<file path="src/rtl/stream_arb_pkg.sv">
// ---------------------------------------------------------------------------
// stream_arb_pkg
// Shared types for the stream round-robin arbiter.
//   arbState_t : arbiter FSM state (IDLE picks a requester, GRANT moves beats)
// ---------------------------------------------------------------------------
package stream_arb_pkg;

    typedef enum logic [0:0] {
        IDLE  = 1'b0,
        GRANT = 1'b1
    } arbState_t;

endpackage

</file>
<file path="src/rtl/rr_pick.sv">
// ---------------------------------------------------------------------------
// rr_pick
// Combinational cyclic first-set search.
// The result is the lowest set request index at or above ptr. If there is
// none, the search wraps and returns the lowest set index overall. This also
// covers a requester count that is not a power of two.
// Ports:
//   req : request vector, one bit per requester
//   ptr : search start index (always < NUM_REQ)
//   any : at least one request is set
//   idx : chosen requester index (0 when any is low)
// ---------------------------------------------------------------------------
module rr_pick
#(
    parameter int NUM_REQ    = 4,
    parameter int LB_NUM_REQ = $clog2(NUM_REQ)
)
(
    input  logic [NUM_REQ-1:0]    req,
    input  logic [LB_NUM_REQ-1:0] ptr,
    output logic                  any,
    output logic [LB_NUM_REQ-1:0] idx
);

    logic                  hiFound;
    logic [LB_NUM_REQ-1:0] hiIdx;
    logic [LB_NUM_REQ-1:0] loIdx;

    // The scan runs from the top index down, so the last hit written is
    // the lowest one. hiIdx only accepts hits at or above ptr. loIdx is
    // the wrap-around answer.
    always_comb begin
        hiFound = 1'b0;
        hiIdx   = '0;
        loIdx   = '0;
        for (int i = NUM_REQ - 1; i >= 0; i--) begin
            if (req[i]) begin
                loIdx = LB_NUM_REQ'(i);
                if (LB_NUM_REQ'(i) >= ptr) begin
                    hiFound = 1'b1;
                    hiIdx   = LB_NUM_REQ'(i);
                end
            end
        end
    end

    assign any = |req;
    assign idx = hiFound ? hiIdx : loIdx;

endmodule

</file>
<file path="src/rtl/stream_rr_arbiter.sv">
// ---------------------------------------------------------------------------
// stream_rr_arbiter
// Shares one FIFO write port between NUM_REQ valid/ready producers. Grants
// are given in round-robin order and last for a burst of up to MAX_BURST
// beats. A grant ends early when the holder drops valid while the output
// stage could take a beat. The output stage holds one registered beat and
// tags it with the source index.
//
// Optional feature (macro ARB_PKT_MODE_EN): adds in_last/out_last. A grant
// is then released only on a beat flagged last. The burst limit and the
// idle release are ignored, so packets stay contiguous across valid gaps.
//
// Ports:
//   clk, rstn  : clock, asynchronous active-low reset
//   in_data    : packed beats, requester i at [i*DATA_WIDTH +: DATA_WIDTH]
//   in_valid   : per-requester valid
//   in_ready   : per-requester ready (only the granted bit can be high)
//   in_last    : per-requester packet end (ARB_PKT_MODE_EN only)
//   out_data   : registered beat to the FIFO
//   out_valid  : registered valid
//   out_ready  : FIFO in_ready
//   out_id     : source index of out_data
//   out_last   : registered packet end (ARB_PKT_MODE_EN only)
//   clear      : synchronous flush, overrides everything except reset
//   busy       : high while granting or while holding a beat
// ---------------------------------------------------------------------------
module stream_rr_arbiter
    import stream_arb_pkg::*;
#(
    parameter int DATA_WIDTH = 8,
    parameter int NUM_REQ    = 4,
    parameter int MAX_BURST  = 4,
    localparam int LB_NUM_REQ = $clog2(NUM_REQ),
    localparam int LB_BURST   = $clog2(MAX_BURST + 1)
)
(
    input  logic                          clk,
    input  logic                          rstn,
    input  logic [NUM_REQ*DATA_WIDTH-1:0] in_data,
    input  logic [NUM_REQ-1:0]            in_valid,
    output logic [NUM_REQ-1:0]            in_ready,
`ifdef ARB_PKT_MODE_EN
    input  logic [NUM_REQ-1:0]            in_last,
    output logic                          out_last,
`endif
    output logic [DATA_WIDTH-1:0]         out_data,
    output logic                          out_valid,
    input  logic                          out_ready,
    output logic [LB_NUM_REQ-1:0]         out_id,
    input  logic                          clear,
    output logic                          busy
);

    arbState_t             state_q;
    logic [LB_NUM_REQ-1:0] rrPtr_q;
    logic [LB_NUM_REQ-1:0] grant_q;
    logic [LB_BURST-1:0]   burstCnt_q;
    logic                  outValid_q;
    logic [DATA_WIDTH-1:0] outData_q;
    logic [LB_NUM_REQ-1:0] outId_q;

    logic                  pickAny;
    logic [LB_NUM_REQ-1:0] pickIdx;
    logic [LB_NUM_REQ-1:0] nextPtr;
    logic [DATA_WIDTH-1:0] selData;
    logic                  selValid;
    logic                  stageFree;
    logic                  beat;
    logic                  grantDone;
    logic [NUM_REQ-1:0]    inReady;

`ifdef ARB_PKT_MODE_EN
    logic                  selLast;
    logic                  outLast_q;
`endif

    rr_pick #(
        .NUM_REQ    (NUM_REQ),
        .LB_NUM_REQ (LB_NUM_REQ)
    ) u_pick (
        .req (in_valid),
        .ptr (rrPtr_q),
        .any (pickAny),
        .idx (pickIdx)
    );

    // Route the granted requester's beat and handshake bits through a mux
    // built from equality compares. This avoids a variable part-select on
    // the packed input bus.
    always_comb begin
        selData  = '0;
        selValid = 1'b0;
`ifdef ARB_PKT_MODE_EN
        selLast  = 1'b0;
`endif
        for (int i = 0; i < NUM_REQ; i++) begin
            if (grant_q == LB_NUM_REQ'(i)) begin
                selData  = in_data[i*DATA_WIDTH +: DATA_WIDTH];
                selValid = in_valid[i];
`ifdef ARB_PKT_MODE_EN
                selLast  = in_last[i];
`endif
            end
        end
    end

    assign stageFree = ~outValid_q | out_ready;
    assign beat      = (state_q == GRANT) & selValid & stageFree;
    assign nextPtr   = (grant_q == LB_NUM_REQ'(NUM_REQ - 1)) ? '0
                                                              : grant_q + LB_NUM_REQ'(1);

`ifdef ARB_PKT_MODE_EN
    assign grantDone = beat & selLast;
`else
    // The idle release waits for stageFree. A holder that drops valid
    // during a stall keeps its grant.
    assign grantDone = (beat & (burstCnt_q == LB_BURST'(MAX_BURST - 1)))
                     | (stageFree & ~selValid);
`endif

    // Only the holder sees ready, and only when the stage can take a beat.
    always_comb begin
        inReady = '0;
        if (state_q == GRANT) begin
            for (int i = 0; i < NUM_REQ; i++) begin
                if (grant_q == LB_NUM_REQ'(i)) begin
                    inReady[i] = stageFree;
                end
            end
        end
    end

    // Arbiter FSM and output stage. A beat always refills the register,
    // because a beat is only possible when the stage is empty or draining.
    // A release sets up the new rr_ptr. The next pick uses it in the
    // following IDLE cycle.
    always_ff @(posedge clk or negedge rstn) begin
        if (!rstn) begin
            state_q    <= IDLE;
            rrPtr_q    <= '0;
            grant_q    <= '0;
            burstCnt_q <= '0;
            outValid_q <= 1'b0;
            outData_q  <= '0;
            outId_q    <= '0;
`ifdef ARB_PKT_MODE_EN
            outLast_q  <= 1'b0;
`endif
        end else if (clear) begin
            state_q    <= IDLE;
            rrPtr_q    <= '0;
            grant_q    <= '0;
            burstCnt_q <= '0;
            outValid_q <= 1'b0;
            outData_q  <= '0;
            outId_q    <= '0;
`ifdef ARB_PKT_MODE_EN
            outLast_q  <= 1'b0;
`endif
        end else begin
            if (beat) begin
                outValid_q <= 1'b1;
                outData_q  <= selData;
                outId_q    <= grant_q;
`ifdef ARB_PKT_MODE_EN
                outLast_q  <= selLast;
`endif
            end else if (out_ready) begin
                outValid_q <= 1'b0;
            end

            case (state_q)
                IDLE: begin
                    if (pickAny) begin
                        grant_q    <= pickIdx;
                        burstCnt_q <= '0;
                        state_q    <= GRANT;
                    end
                end
                GRANT: begin
                    if (beat) begin
                        burstCnt_q <= burstCnt_q + LB_BURST'(1);
                    end
                    if (grantDone) begin
                        state_q <= IDLE;
                        rrPtr_q <= nextPtr;
                    end
                end
                default: begin
                    state_q <= IDLE;
                end
            endcase
        end
    end

    assign in_ready  = inReady;
    assign out_data  = outData_q;
    assign out_valid = outValid_q;
    assign out_id    = outId_q;
    assign busy      = (state_q == GRANT) | outValid_q;
`ifdef ARB_PKT_MODE_EN
    assign out_last  = outLast_q;
`endif

endmodule

</file>
<file path="config.mk">
export PLATFORM = sky130hd
export DESIGN_NAME = stream_rr_arbiter
export DESIGN_NICKNAME = d
export VERILOG_FILES = /design/src/rtl/stream_arb_pkg.sv /design/src/rtl/rr_pick.sv /design/src/rtl/stream_rr_arbiter.sv
export SDC_FILE = /design/constraint.sdc
export NUM_CORES = 1
export LEC_CHECK = 0
export ABC_CLOCK_PERIOD_IN_PS = 3300
export CORE_ASPECT_RATIO = 1.4
export CORE_UTILIZATION = 47
export CTS_CLUSTER_DIAMETER = 150
export CTS_CLUSTER_SIZE = 14
export DETAILED_ROUTE_END_ITERATION = 8
export PLACE_DENSITY = 0.87
export SETUP_SLACK_MARGIN = 0.1
export SLEW_MARGIN = 20
export SYNTH_ARGS = -nofsm -noshare
export SYNTH_HDL_FRONTEND = slang
export SYNTH_SLANG_ARGS = --single-unit
</file>
<file path="constraint.sdc">
create_clock -name clk -period 3.3 [get_ports clk]
set_input_delay 0.495 -clock clk [delete_from_list [all_inputs] [get_ports clk]]
set_output_delay 0.495 -clock clk [all_outputs]
set_load 0.02 [all_outputs]
</file>
# Yosys cells after proc, flatten, opt, wreduce, memory -nomap -nowiden
# Index checks and enable logic that the tools add are counted.
# totals
romBits	0
latch_bits	0
ramBits	0
regBits	19
output_inout_bits	16
word_cells	96
inputBits	40
n_memories	0
# op_classes
n_mul	0
bitwise_logic	10
mux	56
reduce_logical	10
shift	0
order_cmp	4
n_eq_ne	7
div	0
n_addsub	2
# op_table
cell	n
2-to-1 mux 8 bit	6
2-to-1 mux 2 bit	22
2-to-1 mux 1 bit	22
2-to-1 mux 3 bit	3
nonzero test 2 bit	4
one-hot mux 3 bit (2 select lines)	1
AND reduction 2 bit	3
bitwise AND 1 bit	4
equality test 2 bit, second input constant	2
>= comparator 1 x 2 -> 1 bit, first input constant	2
>= comparator 2 bit, first input constant	2
2-to-1 mux 4 bit	1
OR reduction 4 bit	1
adder 3 x 1 -> 3 bit, second input constant	1
equality test 3 x 2 -> 1 bit, second input constant	1
!= test 3 x 2 -> 1 bit, second input constant	1
!= test 3 bit, second input constant	1
NOT 1 bit	3
OR 1 bit	3
nonzero test 3 bit	1
adder 2 x 1 -> 2 bit, second input constant	1
equality test 2 x 1 -> 1 bit, second input constant	1
logical NOT 2 bit	1
!= test 2 bit, second input constant	1
one-hot mux 1 bit (2 select lines)	1

# Longest topological paths before layout
# Gate-level depths: netlist of the first run.
# logic_depth
depth_word	13
depth_mapped	8
mapped_depth_nobuf	6

# Hierarchy
# A second synthesis of the first run with hierarchy kept.
# hier_totals
cells_unflattened	142
area_unflattened_um2	1381.3
# by_module_without_submodules
mod	area_per_inst_um2	cells_each	seq_area_each_um2	n_inst
stream_rr_arbiter	1308.8	129	475.5	1
rr_pick	72.6	13	0.0	1

# Least setup slack after synthesis of the first run
# No wires, ideal clock.
# synth_path
path_type	register to register
from	register grant_q[0]
to	register outData_q[2], in the netlist out_data[2]
slack_ns	1.411
path_buffers	1
setup_time_ns	0.125
arrival_time_ns	1.764
t_required_ns	3.175
synth_period_minus_slack_ns	1.889
stages_incl_launch_ff	8
cell_sequence	dfrtp_1 -> inv_1 -> ha_1 -> nor3b_1 -> a311o_2 -> nor2_4 -> buf_6 -> mux2_4
# synth_between
elab_chain_cells	8
word_cells_on_any_way	17
cone_classes	eq/ne: 3; mux: 10; bitwise: 2; reduce/logical: 2
# synth_rtl
element	line_no	text
from (decl)	stream_rr_arbiter.sv:56	logic [LB_NUM_REQ-1:0] grant_q;
from (signal assigned)	stream_rr_arbiter.sv:175	grant_q <= pickIdx;
logical NOT 2 bit	stream_rr_arbiter.sv:97	if (grant_q == LB_NUM_REQ'(i)) begin
2-to-1 mux 1 bit (4 in a row)	stream_rr_arbiter.sv:97	
bitwise AND 1 bit (2 in a row)	stream_rr_arbiter.sv:108	assign beat = (state_q == GRANT) & selValid & stageFree;
nonzero test 2 bit (no line)	-	
to (signal assigned)	stream_rr_arbiter.sv:163	outData_q <= selData;
to (decl)	stream_rr_arbiter.sv:59	logic [DATA_WIDTH-1:0] outData_q;
# Parallel ways exist; a longest one is shown, timed or not. The select of a mux whose other input is x is not followed.
# A chain may end at the register's enable or synchronous reset.

# Worst setup path in the final report of the first run
# layout_path
from	register grant_q[0]
to	output in_ready[3]
# layout_between
elab_chain_cells	3
# layout_rtl
element	line_no	text
equality test 2 bit	stream_rr_arbiter.sv:126	if (grant_q == LB_NUM_REQ'(i)) begin
2-to-1 mux 1 bit	stream_rr_arbiter.sv:126	
2-to-1 mux 4 bit	stream_rr_arbiter.sv:124	if (state_q == GRANT) begin
to (decl)	stream_rr_arbiter.sv:41	output logic [NUM_REQ-1:0] in_ready,
# Every way passes these cells.

==> results of run 1 <==
[power by group through the flow]
stage	Sequential [mW]	Combinational (mW)	Clock, mW
after CTS	0.277	0.312	0.164
final	0.277	0.313	0.163
after global placement	0.279	0.302	0
after floorplan	0.288	0.179	0
after global routing	0.280	0.337	0.175
after detailed placement	0.281	0.310	0
[final timing paths]
kind	from	to	slack [ns]
setup / recovery	grant_q[0]$_DFFE_PN0P_	in_ready[3]	0.59
setup reg to reg	grant_q[0]$_DFFE_PN0P_	out_data[0]$_DFFE_PN0P_	0.76
max in group asynchronous	rstn	out_data[3]$_DFFE_PN0P_	2.04
hold / removal	burstCnt_q[0]$_DFFE_PN0P_	burstCnt_q[0]$_DFFE_PN0P_	0.51
min in group asynchronous	rstn	out_id[0]$_DFFE_PN0P_	0.73
hold reg to reg	burstCnt_q[0]$_DFFE_PN0P_	burstCnt_q[0]$_DFFE_PN0P_	0.51
[worst reg2reg max path, stage by stage (launching register included)]
cell and delay (ns):
dfrtp_1 0.44, ha_1 0.63, nor2_1 0.19, a311o_2 0.47
nor2_4 0.31, mux2_2 0.38
[cell families after synthesis]
kind of cell    share of synthesized area [%]
fa+ha+maj                                5.25
buf+inv                                  7.35
flops                                    33.3
compound gates                           20.7
simple gates                             24.9
mux                                      8.58
[flip-flops by register name, indices dropped and copies added (netlist names)]
| signal | cells |
|---|---|
| state_q | 1 |
| burstCnt_q | 3 |
| out_valid | 1 |
| grant_q | 2 |
| rrPtr_q | 2 |
| out_id | 2 |
| out_data | 8 |
[cells in the final DEF (no fill, tap or decap), types with 2 or more instances in the layout]
master	n
a2111oi_0	7
a21o_1	2
a21oi_1	5
a221oi_1	8
and3_1	4
clkbuf_8	3
clkdlybuf4s50_1	55
dfrtp_1	19
ha_1	6
inv_1	11
mux2_2	2
mux2_4	6
nand2_1	9
nand2b_1	6
nand3_1	4
nand4_1	2
nor2_1	4
nor2b_1	12
nor3_1	3
nor3b_1	9
o21ai_0	8
[per-stage QoR]
stage | instances | setup WS (ns) | total power [mW] | instance area, um2 | utilization (%)
final | 241 | 0.588 | 0.753 | 2020 | 70.0
after global routing | 241 | 0.505 | 0.793 | 2020 | 70.0
after CTS | 241 | 0.626 | 0.753 | 2020 | 70.0
after detailed placement | 237 | 0.817 | 0.591 | 1970 | 68.4
after global placement | 237 | 0.838 | 0.581 | 1970 | 68.4
after floorplan | 156 | 1.41 | 0.467 | 1430 | -
[layer usage]
metal / vias up / part of all wire, % / track usage (%) / routed length, um
met1: 694 / 37 / 27.8 / 1540
li1: 670 / - / - / -
met2: 94 / 51 / 52.6 / 2110
met5: - / 0 / 0 / 0
met4: 0 / 2.3 / 8.82 / 95
met3: 10 / 9.3 / 5.63 / 383
[area by class of cell]
cell class              count  area (um2)  share of cell area (%)
clock inverters             1        5.00                   0.248
well taps                  37        46.3                    2.30
flip-flops and latches     19         475                    23.6
repair buffers             56         558                    27.7
clock buffers               3        41.3                    2.05
inverters                  11        41.3                    2.05
multi-input cells         114         848                    42.1
==> impl_results.md, run 1 <==
- Sequential area share after synthesis: 33.3%
- Routability cong.: 0.946
- Ys flop type: dfrtp_1
- Count leader, synth: dfrtp_1
- Die area: 3270 um2
- Vias in the first global route: 1494
- WP data arrival: 2.22 ns
- Clock Latency Late Sink: 0.25 ns
- Share of the synthesized area in the top cell type: 33.3%
- Slew margin rel.: 42.5%
- Asr flop ratio synth: 100%
- Post-synth top area cell: dfrtp_1
- Hold_buf cts: 0
- Worst vdd ir: 0.351 mV
- Mapped Nets: 202
- Clk sinks: 19
- Clock share of power: 21.6%
- Synth cell count leaders: 19 x dfrtp_1, 12 x nor2b_1, 11 x inv_1
- Clock skew: 0.00465 ns
- RSZ-0062 raised after global routing: no
- Nets: 251
- Crit. End Element: output pin
- Cell Area, Synth: 1430 um2
- GRT overflow: 0
- Vias: 1468
- Worst Path Max Fanout: 22
- Area growth syn-to-layout: 41.1%
- Cells along the critical path: ha_1 -> and3_1 -> clkdlybuf4s50_1
- Slew at the pin closest to its max-slew limit: 0.860 ns
- Sw Pwr: 258 uW
- Resized Gates After CTS: 0
- Period utilization: 82.2%
- Final ANT Viol Nets: 0
- Worst hold path depth: 1
- Pwr dens: 374 nW/um2
- Final Max Tran Viols: 0
- Peak Freq: 0.369 GHz
- Max clock buf depth: 2
- Critical-path top delay cell: ha_1
- Startpoint types: register
- Post-DR vias/cell: 6.09
- Tmin final: 2.71 ns
- Kind of path behind the tightest hold check: register to register
- Yosys reg bits: 19
- Total Wirelength: 4140 um
- Gate Count Post-Synth: 156
- Register-to-Register Path Depth: 5
- Num CTS Buffers: 3
- Initial core utilization: 49.7%
- Switching share of power: 34.2%
- DR iter-0 viols: 69
- Root Buffer: clkbuf_8
- Setup-failing EPs final: 0
- Internal cell power: 495 uW
- Clock slew at the register clock pins of the worst setup and hold paths: 0.08 ns
- Critical path required time: 2.80 ns
- EDFF count, synth: 0
- First-pass GRT wire length: 6710 um
- CP peak stage delay: 0.63 ns
- Final hold violation count: 0
- Initial antenna violation count: 0
- Family with the most delay on the worst path: adder cells
- Die W: 48.6 um
- Total Neg Setup Slack: 0 ns
- Num rows: 23
- Post-synthesis cell type count: 40
- First-pass detailed-route iteration total: 5
- Avg WL per Cell: 17.2 um
- Synth area leaders: dfrtp_1 33%, mux2_4 6.3%, ha_1 5.3%
- Run status: completed
- DP HPWL: 3110 um
- Sequential share of power: 36.8%
- H-tree levels: 1
- Crit path depth: 3
- PortBufs: 55
- Ys Warns: 0
- Max-cap violations: 0
- Hold WS: 0.513 ns
- Largest net degree at the start of global routing: 25
- Worst Path Buf+Inv: 1
- # diodes: 0
- # fillers: 233
- CTS tree: built
- Post-Syn Area per Cell: 9.16 um2
- Pleak: 0.833 nW
- Share of cells above drive strength 1: 9.31%
- DR DRC count: 0
- Die H: 67.2 um
- Crit Path Class: register to output pin
- Gr usage total: 26.7%
- Gate power share: 41.6%
- I/O pin count: 56
- Setup bufs post-CTS: 0
- Core footprint: 2880 um2
Note: power is estimated with default switching activity, not from simulation.
==> inputs of run 2 (changes only) <==
--- a/config.mk
+++ b/config.mk
@@ -5,13 +5,13 @@
 export SDC_FILE = /design/constraint.sdc
 export NUM_CORES = 1
 export LEC_CHECK = 0
-export ABC_CLOCK_PERIOD_IN_PS = 3300
+export ABC_CLOCK_PERIOD_IN_PS = 2180
 export CORE_ASPECT_RATIO = 1.4
-export CORE_UTILIZATION = 47
+export CORE_UTILIZATION = 39
 export CTS_CLUSTER_DIAMETER = 150
 export CTS_CLUSTER_SIZE = 14
 export DETAILED_ROUTE_END_ITERATION = 8
-export PLACE_DENSITY = 0.87
+export PLACE_DENSITY = 0.78
 export SETUP_SLACK_MARGIN = 0.1
 export SLEW_MARGIN = 20
 export SYNTH_ARGS = -nofsm -noshare
==> constraint.sdc (replaced) <==
create_clock -name clk -period 2.18 [get_ports clk]
set_input_delay 0.327 -clock clk [delete_from_list [all_inputs] [get_ports clk]]
set_output_delay 0.327 -clock clk [all_outputs]
set_load 0.02 [all_outputs]
==> impl_results.md, run 2 (same netlist as run 1, synthesis figures left out) <==
- CP peak stage delay: 0.43 ns (-0.20 ns)
- Clock Latency Late Sink: 0.26 ns (about the same)
- Clock skew: 0.00123 ns (-0.00342 ns)
- Clock slew at the register clock pins of the worst setup and hold paths: 0.07 ns (about the same)
- Total Neg Setup Slack: 0 ns (unchanged)
- Nets: 278 (+11%)
- Final hold violation count: 0 (unchanged)
- Die area: 3910 um2 (+20%)
- I/O pin count: 56 (unchanged)
- Slew at the pin closest to its max-slew limit: 0.449 ns (-0.411 ns)
- Die H: 73.6 um (+9.5%)
- Worst vdd ir: 0.342 mV (-2.5%)
- H-tree levels: 1 (unchanged)
- DR iter-0 viols: 71 (+2.9%)
- Non-filler cells, final: 271 (+12%)
- Switching share of power: 34.4% (+0.12 points)
- Pleak: 0.993 nW (+19%)
- Crit Path Class: register to register
- Most frequent cells in the layout: 51 x clkdlybuf4s50_1, 24 x buf_4, 18 x dfrtp_1
- Sw Pwr: 440 uW (+71%)
- DP HPWL: 3240 um (+4.3%)
- WP data arrival: 2.21 ns (about the same)
- Gr usage total: 23.6% (-3.0 points)
- Startpoint types: register
- Kind of path behind the tightest hold check: input pin to async pin
- First-pass GRT wire length: 6790 um (+1.1%)
- Final ANT Viol Nets: 0 (unchanged)
- Critical-path top delay cell: a311o_2
- Tmin final: 2.06 ns
- Max FFs per register: 8 (unchanged)
- Most common cell after layout, fill and taps aside: clkdlybuf4s50_1
- Vias in the first global route: 1547 (+3.5%)
- Max clock buf depth: 2 (unchanged)
- Pwr dens: 553 nW/um2 (+48%)
- PortBufs: 55 (unchanged)
- Gate power share: 47.5% (+5.9 points)
- Num CTS Buffers: 3 (unchanged)
- Crit. End Element: register
- Setup-failing EPs final: 0 (unchanged)
- Hold_buf cts: 0 (unchanged)
- # diodes: 0 (unchanged)
- Initial antenna violation count: 0 (unchanged)
- Peak Freq: 0.485 GHz
- First-pass detailed-route iteration total: 4 (-1)
- Routability cong.: 0.854 (-9.7%)
- Slew margin rel.: 69.3% (+27 points)
- Sequential share of power: 32.8% (-4.0 points)
- Vias: 1564 (+6.5%)
- Critical path required time: 2.33 ns (-0.47 ns)
- Root Buffer: clkbuf_8
- Die W: 53.2 um (+9.4%)
- RSZ-0062 raised after global routing: yes
- CTS tree: built
- Internal cell power: 840 uW (+70%)
- Total Wirelength: 4600 um (+11%)
- GRT overflow: 0 (unchanged)
- Share of cells above drive strength 1: 23.8% (+14 points)
- Placed insts: 257 (+8.4%)
- Post-DR vias/cell: 5.77 (-5.3%)
- Period utilization: 94.5%
- Initial core utilization: 41.5% (-8.1 points)
- Clock share of power: 19.7% (-1.9 points)
- Area growth syn-to-layout: 62.0%
- Avg WL per Cell: 17.0 um (-1.2%)
- Final Max Tran Viols: 0 (unchanged)
- Cells along the critical path: buf_4 -> ha_4 -> nor2b_1 -> a311o_2 -> nor2_4 -> buf_12 -> mux2_4
- Max-cap violations: 0 (unchanged)
- DR DRC count: 0 (unchanged)
- Family with the most delay on the worst path: compound AO/OA/AOI/OAI gates
- Worst Path Max Fanout: 9 (-59%)
- Largest net degree at the start of global routing: 29 (+16%)
- Clk sinks: 19 (unchanged)
- Run status: completed
- Worst Path Buf+Inv: 2 (+1)
- Num rows: 25 (+8.7%)
- Core footprint: 3440 um2 (+20%)
[run 2: per-layer routing]
layer / GRT usage, % / share of wire (%) / vias up
li1: - / - / 722
met1: 23.4 / 38 / 751
met2: 48.1 / 54 / 85
met3: 2.69 / 7.0 / 6
met4: 7.31 / 1.2 / 0
met5: 0 / 0 / -
[run 2: power groups by stage]
stage	Clock, mW	Combinational, mW	Sequential, mW
global route	0.271	0.647	0.423
detailed placement	0	0.532	0.424
finish	0.253	0.608	0.420
CTS	0.256	0.557	0.418
global placement	0	0.519	0.423
floorplan	0	0.271	0.436
[run 2: repair_timing]
action,CTS,global route
setup buffers,4,6
endpoints found under the setup margin,10,13
resized for setup,11,11
pin swaps,1,3
[run 2: worst paths after layout]
check	depth (start not counted)	to	from	slack (ns)
setup / recovery	7	out_data[2]$_DFFE_PN0P_	grant_q[0]$_DFFE_PN0P_	0.12
hold / removal	2	out_data[7]$_DFFE_PN0P_	rstn	0.42
setup reg to reg	7	out_data[2]$_DFFE_PN0P_	grant_q[0]$_DFFE_PN0P_	0.12
hold reg to reg	1	burstCnt_q[0]$_DFFE_PN0P_	burstCnt_q[0]$_DFFE_PN0P_	0.53
max in group asynchronous	2	grant_q[1]$_DFFE_PN0P_	rstn	1.54
min in group clk	1	burstCnt_q[0]$_DFFE_PN0P_	burstCnt_q[0]$_DFFE_PN0P_	0.53
[run 2: layout make-up]
| class | count | area, um2 |
|---|---|---|
| Fill cell | 260 | 1130 |
| Tap cell | 40 | 50.0 |
| Clock inverter | 1 | 5.00 |
| Clock buffer | 3 | 41.3 |
| Multi-Input combinational cell | 114 | 905 |
| Inverter | 11 | 46.3 |
| Timing Repair Buffer | 83 | 791 |
| Sequential cell | 19 | 477 |
[run 2: stage by stage]
stage | utilization (%) | area [um2] | power [mW] | hold WS, ns | setup WS (ns)
finish | 67.3 | 2310 | 1.28 | 0.420 | 0.119
global route | 67.3 | 2310 | 1.34 | 0.454 | 0.0255
CTS | 64.6 | 2220 | 1.23 | 0.431 | 0.0867
detailed placement | 61.8 | 2130 | 0.957 | 0.515 | 0.0290
global placement | 61.8 | 2130 | 0.942 | 0.485 | 0.0539
floorplan | - | 1430 | 0.707 | 0.0314 | 0.291
==> inputs of run 3 (changes only) <==
--- a/config.mk
+++ b/config.mk
@@ -11,6 +11,7 @@
 export CTS_CLUSTER_DIAMETER = 150
 export CTS_CLUSTER_SIZE = 14
 export DETAILED_ROUTE_END_ITERATION = 8
+export HOLD_SLACK_MARGIN = 0.08
 export PLACE_DENSITY = 0.78
 export SETUP_SLACK_MARGIN = 0.1
 export SLEW_MARGIN = 20
==> results of run 3 <==
Final layout, timing and power as in run 2 (identical DEF).
